File: src/rtl/memory_arbiter_if.sv
// rtl/memory_arbiter_if.sv - requester and memory bus bundle for memory_arbiter
interface memory_arbiter_if #(
    parameter int AW = 32,
    parameter int DW = 32
);
    logic          f_req;
    logic [AW-1:0] f_address;
    logic          f_done;
    logic          r_req;
    logic [AW-1:0] r_address;
    logic          r_done;
    logic          w_req;
    logic [AW-1:0] w_address;
    logic [DW-1:0] w_data;
    logic          w_done;
    logic [DW-1:0] rdata;
    logic          err;
    logic          mem_enable;
    logic          mem_write;
    logic [AW-1:0] mem_address;
    logic [DW-1:0] mem_wdata;
    logic [DW-1:0] mem_rdata;
    logic          mem_valid;

    modport slave (
        input  f_req, f_address, r_req, r_address, w_req, w_address, w_data,
        input  mem_rdata, mem_valid,
        output f_done, r_done, w_done, rdata, err,
        output mem_enable, mem_write, mem_address, mem_wdata
    );

    modport master (
        output f_req, f_address, r_req, r_address, w_req, w_address, w_data,
        output mem_rdata, mem_valid,
        input  f_done, r_done, w_done, rdata, err,
        input  mem_enable, mem_write, mem_address, mem_wdata
    );
endinterface

File: src/rtl/memory_arbiter.sv
// rtl/memory_arbiter.sv - three-way arbiter onto one memory port; MEMORY_ARBITER_TIMEOUT_EN adds a BUSY abort
module memory_arbiter #(
    parameter int AW           = 32,
    parameter int DW           = 32,
    parameter int STARVE_LIMIT = 4,
    parameter int TIMEOUT      = 255
) (
    input logic              clock,
    input logic              reset,
    memory_arbiter_if.slave  bus
);
    localparam logic [1:0] IDLE  = 2'd0;
    localparam logic [1:0] BUSY  = 2'd1;
    localparam logic [1:0] DONE  = 2'd2;

    localparam logic [1:0] OWN_F = 2'd0;
    localparam logic [1:0] OWN_R = 2'd1;
    localparam logic [1:0] OWN_W = 2'd2;

    localparam int SW = $clog2(STARVE_LIMIT + 1);

    logic [1:0]    state;
    logic [1:0]    owner;
    logic [1:0]    pick;
    logic [SW-1:0] starve;
    logic          any_req;
    logic          f_forced;
    logic          timed_out;
    logic          finish;

    logic          en_q;
    logic          wr_q;
    logic [AW-1:0] addr_q;
    logic [DW-1:0] wdata_q;
    logic [DW-1:0] rdata_q;
    logic          f_done_q;
    logic          r_done_q;
    logic          w_done_q;
    logic          err_q;

`ifdef MEMORY_ARBITER_TIMEOUT_EN
    localparam int TW = $clog2(TIMEOUT + 1);
    logic [TW-1:0] tcnt;

    always_ff @(posedge clock) begin
        if (reset) begin
            tcnt <= '0;
        end else if (state == IDLE) begin
            tcnt <= '0;
        end else if (state == BUSY && !timed_out) begin
            tcnt <= tcnt + 1'b1;
        end
    end

    assign timed_out = (state == BUSY) && (tcnt == TW'(TIMEOUT));
`else
    assign timed_out = 1'b0;
`endif

    always_comb begin
        any_req  = bus.f_req | bus.r_req | bus.w_req;
        f_forced = bus.f_req && (starve == SW'(STARVE_LIMIT));
        pick     = OWN_F;
        if (f_forced) begin
            pick = OWN_F;
        end else if (bus.w_req) begin
            pick = OWN_W;
        end else if (bus.r_req) begin
            pick = OWN_R;
        end
        // A real response always beats the timeout on the same cycle
        finish = (state == BUSY) && (bus.mem_valid || timed_out);
    end

    always_ff @(posedge clock) begin
        if (reset) begin
            state    <= IDLE;
            owner    <= OWN_F;
            starve   <= '0;
            en_q     <= 1'b0;
            wr_q     <= 1'b0;
            addr_q   <= '0;
            wdata_q  <= '0;
            rdata_q  <= '0;
            f_done_q <= 1'b0;
            r_done_q <= 1'b0;
            w_done_q <= 1'b0;
            err_q    <= 1'b0;
        end else begin
            case (state)
                IDLE: begin
                    if (any_req) begin
                        owner <= pick;
                        en_q  <= 1'b1;
                        wr_q  <= (pick == OWN_W);
                        case (pick)
                            OWN_W:   addr_q <= bus.w_address;
                            OWN_R:   addr_q <= bus.r_address;
                            default: addr_q <= bus.f_address;
                        endcase
                        wdata_q <= (pick == OWN_W) ? bus.w_data : '0;
                        if (pick == OWN_F) begin
                            starve <= '0;
                        end else if (bus.f_req && starve != SW'(STARVE_LIMIT)) begin
                            starve <= starve + 1'b1;
                        end
                        state <= BUSY;
                    end
                end
                BUSY: begin
                    if (finish) begin
                        en_q     <= 1'b0;
                        wr_q     <= 1'b0;
                        addr_q   <= '0;
                        wdata_q  <= '0;
                        f_done_q <= (owner == OWN_F);
                        r_done_q <= (owner == OWN_R);
                        w_done_q <= (owner == OWN_W);
                        if (bus.mem_valid && owner != OWN_W) begin
                            rdata_q <= bus.mem_rdata;
                        end else begin
                            rdata_q <= '0;
                        end
                        err_q <= !bus.mem_valid;
                        state <= DONE;
                    end
                end
                DONE: begin
                    f_done_q <= 1'b0;
                    r_done_q <= 1'b0;
                    w_done_q <= 1'b0;
                    rdata_q  <= '0;
                    err_q    <= 1'b0;
                    state    <= IDLE;
                end
                default: begin
                    state <= IDLE;
                end
            endcase
        end
    end

    assign bus.mem_enable  = en_q;
    assign bus.mem_write   = wr_q;
    assign bus.mem_address = addr_q;
    assign bus.mem_wdata   = wdata_q;
    assign bus.rdata       = rdata_q;
    assign bus.f_done      = f_done_q;
    assign bus.r_done      = r_done_q;
    assign bus.w_done      = w_done_q;
    assign bus.err         = err_q;
endmodule

File: src/flat_wrapper.sv
// flat-port wrapper written by rule: the top's interface ports become plain ports
module memory_arbiter_flat 
#(
    parameter int AW           = 32,
    parameter int DW           = 32,
    parameter int STARVE_LIMIT = 4,
    parameter int TIMEOUT      = 255
)
  (clock, reset, bus_f_req, bus_f_address, bus_r_req, bus_r_address, bus_w_req, bus_w_address, bus_w_data, bus_mem_rdata, bus_mem_valid, bus_f_done, bus_r_done, bus_w_done, bus_rdata, bus_err, bus_mem_enable, bus_mem_write, bus_mem_address, bus_mem_wdata);
  memory_arbiter_if #(.AW(AW), .DW(DW)) bus_i ();
  input logic clock;
  input logic reset;
  input wire logic [$bits(bus_i.f_req)-1:0] bus_f_req;
  input wire logic [$bits(bus_i.f_address)-1:0] bus_f_address;
  input wire logic [$bits(bus_i.r_req)-1:0] bus_r_req;
  input wire logic [$bits(bus_i.r_address)-1:0] bus_r_address;
  input wire logic [$bits(bus_i.w_req)-1:0] bus_w_req;
  input wire logic [$bits(bus_i.w_address)-1:0] bus_w_address;
  input wire logic [$bits(bus_i.w_data)-1:0] bus_w_data;
  input wire logic [$bits(bus_i.mem_rdata)-1:0] bus_mem_rdata;
  input wire logic [$bits(bus_i.mem_valid)-1:0] bus_mem_valid;
  output wire logic [$bits(bus_i.f_done)-1:0] bus_f_done;
  output wire logic [$bits(bus_i.r_done)-1:0] bus_r_done;
  output wire logic [$bits(bus_i.w_done)-1:0] bus_w_done;
  output wire logic [$bits(bus_i.rdata)-1:0] bus_rdata;
  output wire logic [$bits(bus_i.err)-1:0] bus_err;
  output wire logic [$bits(bus_i.mem_enable)-1:0] bus_mem_enable;
  output wire logic [$bits(bus_i.mem_write)-1:0] bus_mem_write;
  output wire logic [$bits(bus_i.mem_address)-1:0] bus_mem_address;
  output wire logic [$bits(bus_i.mem_wdata)-1:0] bus_mem_wdata;
  assign bus_i.f_req = bus_f_req;
  assign bus_i.f_address = bus_f_address;
  assign bus_i.r_req = bus_r_req;
  assign bus_i.r_address = bus_r_address;
  assign bus_i.w_req = bus_w_req;
  assign bus_i.w_address = bus_w_address;
  assign bus_i.w_data = bus_w_data;
  assign bus_i.mem_rdata = bus_mem_rdata;
  assign bus_i.mem_valid = bus_mem_valid;
  assign bus_f_done = bus_i.f_done;
  assign bus_r_done = bus_i.r_done;
  assign bus_w_done = bus_i.w_done;
  assign bus_rdata = bus_i.rdata;
  assign bus_err = bus_i.err;
  assign bus_mem_enable = bus_i.mem_enable;
  assign bus_mem_write = bus_i.mem_write;
  assign bus_mem_address = bus_i.mem_address;
  assign bus_mem_wdata = bus_i.mem_wdata;
  memory_arbiter #(.AW(AW), .DW(DW), .STARVE_LIMIT(STARVE_LIMIT), .TIMEOUT(TIMEOUT)) u_core (.clock(clock), .reset(reset), .bus(bus_i));
endmodule
File: config.mk
export PLATFORM = sky130hd
export DESIGN_NAME = memory_arbiter_flat
export DESIGN_NICKNAME = d
export VERILOG_FILES = /design/src/rtl/memory_arbiter_if.sv /design/src/rtl/memory_arbiter.sv /design/src/flat_wrapper.sv
export SDC_FILE = /design/constraint.sdc
export NUM_CORES = 1
export LEC_CHECK = 0
export CAP_MARGIN = 20
export CORE_MARGIN = 4
export CORE_UTILIZATION = 39
export CTS_CLUSTER_DIAMETER = 40
export DETAILED_ROUTE_END_ITERATION = 8
export PLACE_DENSITY = 0.87
export SLEW_MARGIN = 0
export SYNTH_ARGS = -nofsm -noshare
export SYNTH_HDL_FRONTEND = slang
export SYNTH_SLANG_ARGS = --single-unit
export TNS_END_PERCENT = 1
File: constraint.sdc
create_clock -name clock -period 2.7 [get_ports clock]
set_input_delay 0.54 -clock clock [delete_from_list [all_inputs] [get_ports clock]]
set_output_delay 0.54 -clock clock [all_outputs]
set_load 0.005 [all_outputs]
# == Word level (Yosys, flattened, before mapping) ==
# Index checks and enable logic that the tools add are counted.
# totals
reg_bits,109
input_bits,166
out_inout_bits,102
elab_cells,73
# classes
n_addsub,1
n_eq_ne,11
muxes,31
bitwise,2
reduce_logical,16
# ops
cell,count
32-bit one-hot mux with 2 select lines,4
32-bit 2-to-1 mux,6
1-bit one-hot mux with 2 select lines,6
1-bit 2-to-1 mux,8
2-bit 2-to-1 mux,4
2-bit by 1-bit == test with 1-bit output (second input constant),3
2-bit == test (second input constant),3
2-bit logical NOT,3
3-bit 2-to-1 mux,2
2-bit AND reduction,3
3-bit AND reduction,2
2-bit nonzero test,3
1-bit logical AND,4
2-bit by 1-bit != test with 1-bit output (second input constant),2
2-bit one-hot mux with 2 select lines,1
3-bit by 1-bit adder with 3-bit output (second input constant),1
3-bit == test (second input constant),1
3-bit != test (second input constant),1
2-bit != test (second input constant),1
1-bit bitwise OR,2
1-bit logical NOT,1

# == Logic depth before layout (Yosys ltp) ==
# Gate-level depths: netlist of the first run.
# depth
depth_word,7
mapped_depth,10
ltp_nobuf,9

# == Least setup slack after synthesis of the first run ==
# OpenSTA, ideal clock, no wires.
# synth_path
kind,input port to flip-flop
startpoint,input port bus_w_req
endpoint,"register u_core.addr_q[0], in the netlist u_core.bus.mem_address[0]"
setup_ns,0.117
t_arrival_ns,1.984
path_slack_ns,0.599
stages,7
n_path_buf,3
path_cell_list,buf_2 > and3b_1 > ha_1 > clkbuf_1 > clkbuf_1 > o21ai_0 > a22o_1
# synth_between
elab_chain_len,6
word_cells_on_any_way,10
# synth_rtl
element,line,rtl
"start, declared",flat_wrapper.sv:17,input wire logic [$bits(bus_i.w_req)-1:0] bus_w_req;
2-bit 2-to-1 mux,memory_arbiter.sv:66,end else if (bus.w_req) begin
2-bit 2-to-1 mux,memory_arbiter.sv:64,if (f_forced) begin
2-bit by 1-bit == test with 1-bit output / 2-bit == test (equally long branches),memory_arbiter.sv:96,case (pick)
32-bit one-hot mux with 2 select lines,memory_arbiter.sv:96,
32-bit 2-to-1 mux,memory_arbiter.sv:92,if (any_req) begin
32-bit one-hot mux with 2 select lines,memory_arbiter.sv:90,case (state)
"end signal, assigned",memory_arbiter.sv:97,OWN_W: addr_q <= bus.w_address;
"end signal, assigned",memory_arbiter.sv:98,OWN_R: addr_q <= bus.r_address;
"end signal, assigned",memory_arbiter.sv:99,default: addr_q <= bus.f_address;
"end, declared",memory_arbiter.sv:33,logic [AW-1:0] addr_q;
# Parallel ways exist; a longest one is shown, timed or not. The select of a mux whose other input is x is not followed.
# A chain may end at the register's enable or synchronous reset.

# == Final worst setup path of the first run ==
# layout_path
startpoint,input port bus_f_req
endpoint,"register u_core.addr_q[19], in the netlist u_core.bus.mem_address[19]"
# layout_between
elab_chain_len,6
word_cells_on_any_way,11
# layout_rtl
element,line,rtl
"start, declared",flat_wrapper.sv:13,input wire logic [$bits(bus_i.f_req)-1:0] bus_f_req;
1-bit logical AND,memory_arbiter.sv:62,f_forced = bus.f_req && (starve == SW'(STARVE_LIMIT));
2-bit 2-to-1 mux,memory_arbiter.sv:64,
2-bit by 1-bit == test with 1-bit output / 2-bit == test (equally long branches),memory_arbiter.sv:96,
32-bit one-hot mux with 2 select lines,memory_arbiter.sv:96,
32-bit 2-to-1 mux,memory_arbiter.sv:92,
32-bit one-hot mux with 2 select lines,memory_arbiter.sv:90,
# Parallel ways exist; a longest one is shown, timed or not. The select of a mux whose other input is x is not followed.

==> impl_metrics.json, run 1 <==
{
  "status": "finished, final reports clean",
  "grt_pass1_vias": 5296,
  "coreArea_um2": 12000,
  "clk_latency_ns": 0.33,
  "slowest_stage": "clkdlybuf4s50_1",
  "die_area_um2": 14000,
  "critical_path_class": "primary input to flop",
  "hold_buffers": 0,
  "initial_core_util_pct": 39.7,
  "hold_violations": 0,
  "finalSetupViolCount": 0,
  "synth-seq-cells": 109,
  "period_share_pct": 84.9,
  "start_kind": "primary input",
  "io_buffers": 267,
  "multi_input_area_um2": 2260,
  "globalplace.congestion": 0.897,
  "max-vdd-ir-drop_mv": 0.254,
  "required_ns": 2.93,
  "final_nets": 956,
  "final_util_pct": 64.9,
  "slew_viol_final": 0,
  "p_per_area_nw_per_um2": 500,
  "synth_mux_area_share_pct": 0,
  "grt_usage_pct": 23.1,
  "clk_pin_slew_ns": 0.07,
  "hpwlAfterDp_mm": 12.2,
  "ys_seq_area_share_pct": 45.9,
  "p_seq_share_pct": 45.4,
  "rsz0062_at_grt": "false",
  "fin_area_um2": 7760,
  "antenna_found_initial": 0,
  "worstPathCellList": "clkdlybuf4s50_1, nand3_1, and3b_1, ha_1, buf_4, a22oi_1, o21ai_0, a22o_1",
  "synth_top_family_by_area": "compound AO/OA/AOI/OAI gates",
  "die_width_um": 118,
  "leakage_nw": 2.88,
  "wire_per_inst_um": 17.9,
  "clock_sinks": 109,
  "synth_xor_area_share_pct": 0,
  "area_growth_pct": 63.3,
  "p_sw_uw": 972,
  "clk_path_buf_depth": 2,
  "drive_gt1_share_pct": 4.68,
  "finalPower_mw": 3.88,
  "die_y_um": 118,
  "synth_area_leaders": "dfxtp_1, nand3_1, a21oi_1",
  "n_antenna_cell": 0,
  "drt_iter0_markers": 555,
  "synth_fp_nets": 726,
  "cts_buffers": 9,
  "drtPass1Iterations": 5,
  "synth_fa_ha_area_share_pct": 1.05,
  "cp_max_fo": 32,
  "pwr-share-comb_pct": 22.0,
  "switching_share_pct": 25.1,
  "crit_arrival_ns": 2.52,
  "tritoncts": "done",
  "regArea_um2": 2180,
  "num_vias": 5287,
  "ant_nets": 0,
  "rows": 40,
  "slew_headroom_pct": 42.4,
  "yosys.area_share.simple_pct": 17.9,
  "syn_area_per_cell_um2": 8.55,
  "grt_pass1_wl_mm": 26.8,
  "pin_count": 268,
  "synth-compound-area-share_pct": 28.4,
  "yosys.area.top_type": "dfxtp_1",
  "fin_skew_ns": 0.00874,
  "ys.warnings.count": 0,
  "nFillCells": 998,
  "drt_wl_total_mm": 16.8,
  "drv_cap": 0,
  "post-cts-setup-buffer-count": 0,
  "synth.cell_area_um2": 4750,
  "end_kind": "flop",
  "ys_types": 33,
  "finalSetupTns_ns": 0,
  "grt-ovfl-total": 0,
  "cpPeakStageDelay_ns": 0.51,
  "p_int_mw": 2.91,
  "grt_max_degree": 77,
  "period_minus_slack_ns": 2.29,
  "viasPerCell": 5.64,
  "synth_top_cell_area_share_pct": 45.9,
  "cts_root_buf": "clkbuf_16",
  "drc": 0,
  "netlist_instances": 556,
  "ctsResizeCount": 0,
  "fmaxAchievable_mhz": 436,
  "worst_slew_pin_slew_ns": 0.863,
  "clkPwrFrac_pct": 32.5,
  "htree_num_levels": 3,
  "hp-class": "flop to flop",
  "placed_cell_area_um2": 7480
}
## metrics by stage
stage	hold slack [ns]	worst slack (ns)	instances
after CTS	0.459	0.460	937
after detailed placement	0.450	0.107	922
after global placement	0.447	0.133	921
final	0.458	0.409	937
after global routing	0.489	0.320	937
after floorplan	0.449	0.599	556
## final timing paths
check | startpoint | to | slack (ns) | cells past startpoint
setup / recovery | bus_f_req | u_core.bus.mem_address[19] | 0.41 | 8
hold / removal | u_core.bus.mem_enable | u_core.bus.mem_enable | 0.46 | 2
setup reg to reg | u_core.starve[0] | u_core.bus.mem_address[19] | 0.46 | 10
hold reg to reg | u_core.bus.mem_enable | u_core.bus.mem_enable | 0.46 | 2
## routing by layer
layer  wire (um)  up-vias  GRT usage, %  part of all wire, %
li1            -     2508             -                    -
met1        6480     2459          27.3                   39
met2        8290      296          39.5                   49
met3        1720       24          8.13                   10
met4         303        0          6.88                  1.8
met5           0        -             0                    0
## placed cells by master, fill, tap and decap left out, types with 2 or more instances in the layout
cell,instances
inv_1,5
o21ai_0,34
buf_4,13
nand2_1,39
a21oi_1,74
and3b_1,2
nor3b_1,2
o31ai_1,33
ha_1,4
nor2_1,3
dfxtp_1,109
a22o_1,32
nand4b_1,2
clkdlybuf4s50_1,266
nand2b_1,2
clkbuf_16,9
clkinv_2,3
or3_1,2
buf_12,2
a22oi_1,32
nand3_1,102
nand3b_1,3
## power groups by stage
| stage | logic [mW] | clock network [mW] | registers (mW) |
|---|---|---|---|
| after global placement | 0.829 | 0 | 1.79 |
| after detailed placement | 0.855 | 0 | 1.79 |
| after floorplan | 0.340 | 0 | 1.79 |
| after CTS | 0.859 | 1.29 | 1.76 |
| final | 0.856 | 1.26 | 1.76 |
| after global routing | 0.929 | 1.35 | 1.77 |
## kinds of logic (layout without fill, tap and decap cells)
logic type / count (synthesis) / in the layout
AND/OR/NAND/NOR: 165 / 165
buffers and inverters: 69 / 303
flip-flops: 109 / 109
adder cells (fa/ha/maj): 4 / 4
AO/OA/AOI/OAI: 209 / 209
## registers in the layout, indices dropped and copies added, names as in the netlist
signal                  flops
u_core.bus.mem_write        1
u_core.bus.mem_wdata       32
u_core.bus.rdata           32
u_core.bus.err              1
u_core.bus.f_done           1
u_core.owner                2
u_core.bus.r_done           1
u_core.bus.mem_address     32
u_core.starve               3
u_core.bus.mem_enable       1
u_core.state                2
u_core.bus.w_done           1
## Yosys cell counts
cell type	count
nand3_1	102
nand4b_1	2
nor2_1	3
o21ai_0	34
or2_1	1
a22o_1	32
dfxtp_1	109
a22oi_1	32
a31oi_1	1
nor3_1	1
nor4_4	1
buf_6	5
buf_2	19
nor2b_4	1
nor3b_1	2
or3_1	2
a211oi_1	1
or3b_2	1
nand2_1	39
a21oi_1	74
nand2b_1	2
nand3b_1	3
inv_1	5
o31a_4	1
nor3_2	1
ha_1	4
and4_1	1
clkbuf_1	37
nor3b_2	1
and3b_1	2
o31ai_1	33
a2bb2oi_1	1
buf_1	3
## critical path: cells and delay by family
| kind | cells | cell delay, ns |
|---|---|---|
| buf+inv | 2 | 0.75 |
| compound gates | 3 | 0.61 |
| simple gates | 2 | 0.41 |
| fa+ha+maj | 1 | 0.19 |
## layout make-up
cell class | count | share of cell area, %
Clock buffer | 10 | 2.95
Multi-Input combinational cell | 378 | 29.2
Inverter | 5 | 0.242
Timing Repair Buffer | 283 | 36.5
Tap cell | 147 | 2.37
Sequential cell | 109 | 28.1
Clock inverter | 5 | 0.677
Power figures use the tool's default switching activity.
==> run 2, diff against run 1 <==
--- a/config.mk
+++ b/config.mk
@@ -7,10 +7,10 @@
 export LEC_CHECK = 0
 export CAP_MARGIN = 20
 export CORE_MARGIN = 4
-export CORE_UTILIZATION = 39
+export CORE_UTILIZATION = 35
 export CTS_CLUSTER_DIAMETER = 40
 export DETAILED_ROUTE_END_ITERATION = 8
-export PLACE_DENSITY = 0.87
+export PLACE_DENSITY = 0.83
 export SLEW_MARGIN = 0
 export SYNTH_ARGS = -nofsm -noshare
 export SYNTH_HDL_FRONTEND = slang
==> constraint.sdc (replaced) <==
create_clock -name clock -period 1.85 [get_ports clock]
set_input_delay 0.37 -clock clock [delete_from_list [all_inputs] [get_ports clock]]
set_output_delay 0.37 -clock clock [all_outputs]
set_load 0.005 [all_outputs]
==> run 2 against run 1 <==
The run now ends with negative setup slack left; global-route usage shrank 1.6 points; flip-flop and latch count is the same; first-iteration DRC count shrank 44%; worst hold slack gained 0.0055 ns; routed wire length grew 8.5%; combinational power grew 82%; via count grew 2.4%.
==> impl_metrics.json, run 2 (same netlist as run 1, synthesis figures left out) <==
{
  "finalSetupTns_ns": -4.45,
  "cts_root_buf": "clkbuf_16",
  "clock_sinks": 109,
  "end_kind": "flop",
  "final_common_cell": "clkdlybuf4s50_1",
  "period_share_pct": 108,
  "multi_input_area_um2": 2480,
  "required_ns": 2.09,
  "reg2reg_depth": 10,
  "antenna_found_initial": 0,
  "start_kind": "flop",
  "hold_violations": 0,
  "layout_common_cells": "clkdlybuf4s50_1, dfxtp_1, nand3_1",
  "r2r_end": "u_core.bus.mem_address[11]",
  "max-vdd-ir-drop_mv": 0.430,
  "worst_slew_pin_slew_ns": 0.620,
  "cpPeakStageDelay_ns": 0.33,
  "p_per_area_nw_per_um2": 694,
  "grt-ovfl-total": 0,
  "drc": 0,
  "r2r_slack_ns": -0.14,
  "crit_arrival_ns": 2.23,
  "finalSetupViolCount": 64,
  "drtPass1Iterations": 5,
  "wire_per_inst_um": 18.1,
  "violations": "negative setup slack",
  "grt_max_degree": 54,
  "grt_usage_pct": 21.5,
  "period_minus_slack_ns": 1.99,
  "num_vias": 5416,
  "die_y_um": 125,
  "min_from": "reset",
  "initial_core_util_pct": 35.8,
  "final_nets": 994,
  "rr_startpoint": "u_core.starve[0]",
  "viasPerCell": 5.39,
  "hpwlAfterDp_mm": 12.0,
  "drv_cap": 0,
  "area_growth_pct": 79.9,
  "rows": 42,
  "n_antenna_cell": 0,
  "cts_buffers": 9,
  "die_width_um": 125,
  "hold_path_depth": 3,
  "grt_pass1_vias": 5293,
  "coreArea_um2": 13300,
  "fin_area_um2": 8550,
  "fin_skew_ns": 0.00472,
  "slowest_stage": "dfxtp_2",
  "slew_viol_final": 0,
  "hold_end": "u_core.bus.err",
  "drive_gt1_share_pct": 15.8,
  "placed_cell_area_um2": 7760,
  "critical_path_class": "flop to flop",
  "nFillCells": 1069,
  "worstPathCellList": "inv_2, ha_4, nand3_4, and3b_2, buf_6, ha_4, buf_12, a22oi_1, o21ai_2, a22o_1",
  "io_buffers": 267,
  "clk_path_buf_depth": 2,
  "rsz0062_at_grt": "true",
  "grt_pass1_wl_mm": 27.3,
  "pin_count": 268,
  "regArea_um2": 2180,
  "die_area_um2": 15500,
  "slew_headroom_pct": 58.6,
  "setup_ws_ns": -0.143,
  "status": "complete, but fails checks",
  "drt_wl_total_mm": 18.2,
  "globalplace.congestion": 0.825,
  "leakage_nw": 3.19,
  "cp_max_fo": 32,
  "drt_iter0_markers": 312,
  "htree_num_levels": 3,
  "clk_latency_ns": 0.35,
  "fmaxAchievable_mhz": 502,
  "ant_nets": 0,
  "cp_common_cell": "ha_4",
  "clk_pin_slew_ns": 0.07,
  "hp-class": "primary input to flop",
  "tritoncts": "done",
  "final_util_pct": 64.3
}
[run 2: changes by cell type in the layout (fill, tap and decap cells not counted), sizes merged]
cell / previous run / this run
bufinv: 1 / 0
clkbuf: 10 / 15
clkinv: 3 / 2
clkdlybuf4s50: 266 / 265
clkinvlp: 1 / 2
buf: 17 / 51
dlygate4sd2: 0 / 1
[run 2: per-layer routing]
metal | wire (um) | track usage [%]
met1 | 6840 | 23.5
met3 | 1770 | 8.15
met4 | 544 | 8.64
met2 | 9060 | 37.3
met5 | 0 | 0
[run 2: worst max-delay path, delay by kind of cell, from the launching register on]
family	cells	cell delay, ns
AO/OA/AOI/OAI	3	0.55
AND/OR/NAND/NOR	2	0.32
flip-flops	1	0.33
adder cells (fa/ha/maj)	2	0.31
buffers and inverters	3	0.37
[run 2: repair_timing]
action | in CTS | in global routing
endpoints found under the setup margin | 63 | 65
cloned | 3 | 5
pin swaps | 7 | 22
setup buffers | 4 | 5
resized for setup | 36 | 68
hold buffers | 0 | 0
[run 2: power by group]
group	switching, mW	internal [mW]	total (mW)
Sequential	0.0840	2.48	2.57
Clock	0.863	0.940	1.80
Combinational	0.639	0.925	1.56
Total	1.59	4.35	5.93
[run 2: final cells by class]
type / instances / share of cell area (%)
well taps: 176 / 2.57
flip-flops and latches: 109 / 25.5
clock buffers: 11 / 2.84
repair buffers: 321 / 39.5
inverters: 5 / 0.219
multi-input cells: 378 / 29.1
clock inverters: 4 / 0.293
[run 2: through the flow]
step | worst slack [ns] | cells | hold WS (ns) | power, mW
global route | -0.225 | 1004 | 0.477 | 6.20
floorplan | -0.00246 | 556 | 0.449 | 3.13
global placement | -0.355 | 972 | 0.450 | 3.91
CTS | -0.0372 | 994 | 0.449 | 5.84
finish | -0.143 | 1004 | 0.464 | 5.93
detailed placement | -0.416 | 972 | 0.457 | 3.93
[run 2: worst max path at each step]
stage               cells after the start              from                         end  slack, ns
finish                                 10  u_core.starve[0]  u_core.bus.mem_address[11]      -0.14
global route                           11  u_core.starve[0]     u_core.bus.mem_wdata[2]      -0.22
CTS                                    11  u_core.starve[0]   u_core.bus.mem_address[2]      -0.04
detailed placement                     10         bus_f_req   u_core.bus.mem_address[5]      -0.42
global placement                       10         bus_f_req   u_core.bus.mem_address[8]      -0.36
floorplan                              10  u_core.starve[0]  u_core.bus.mem_address[22]     -0.002
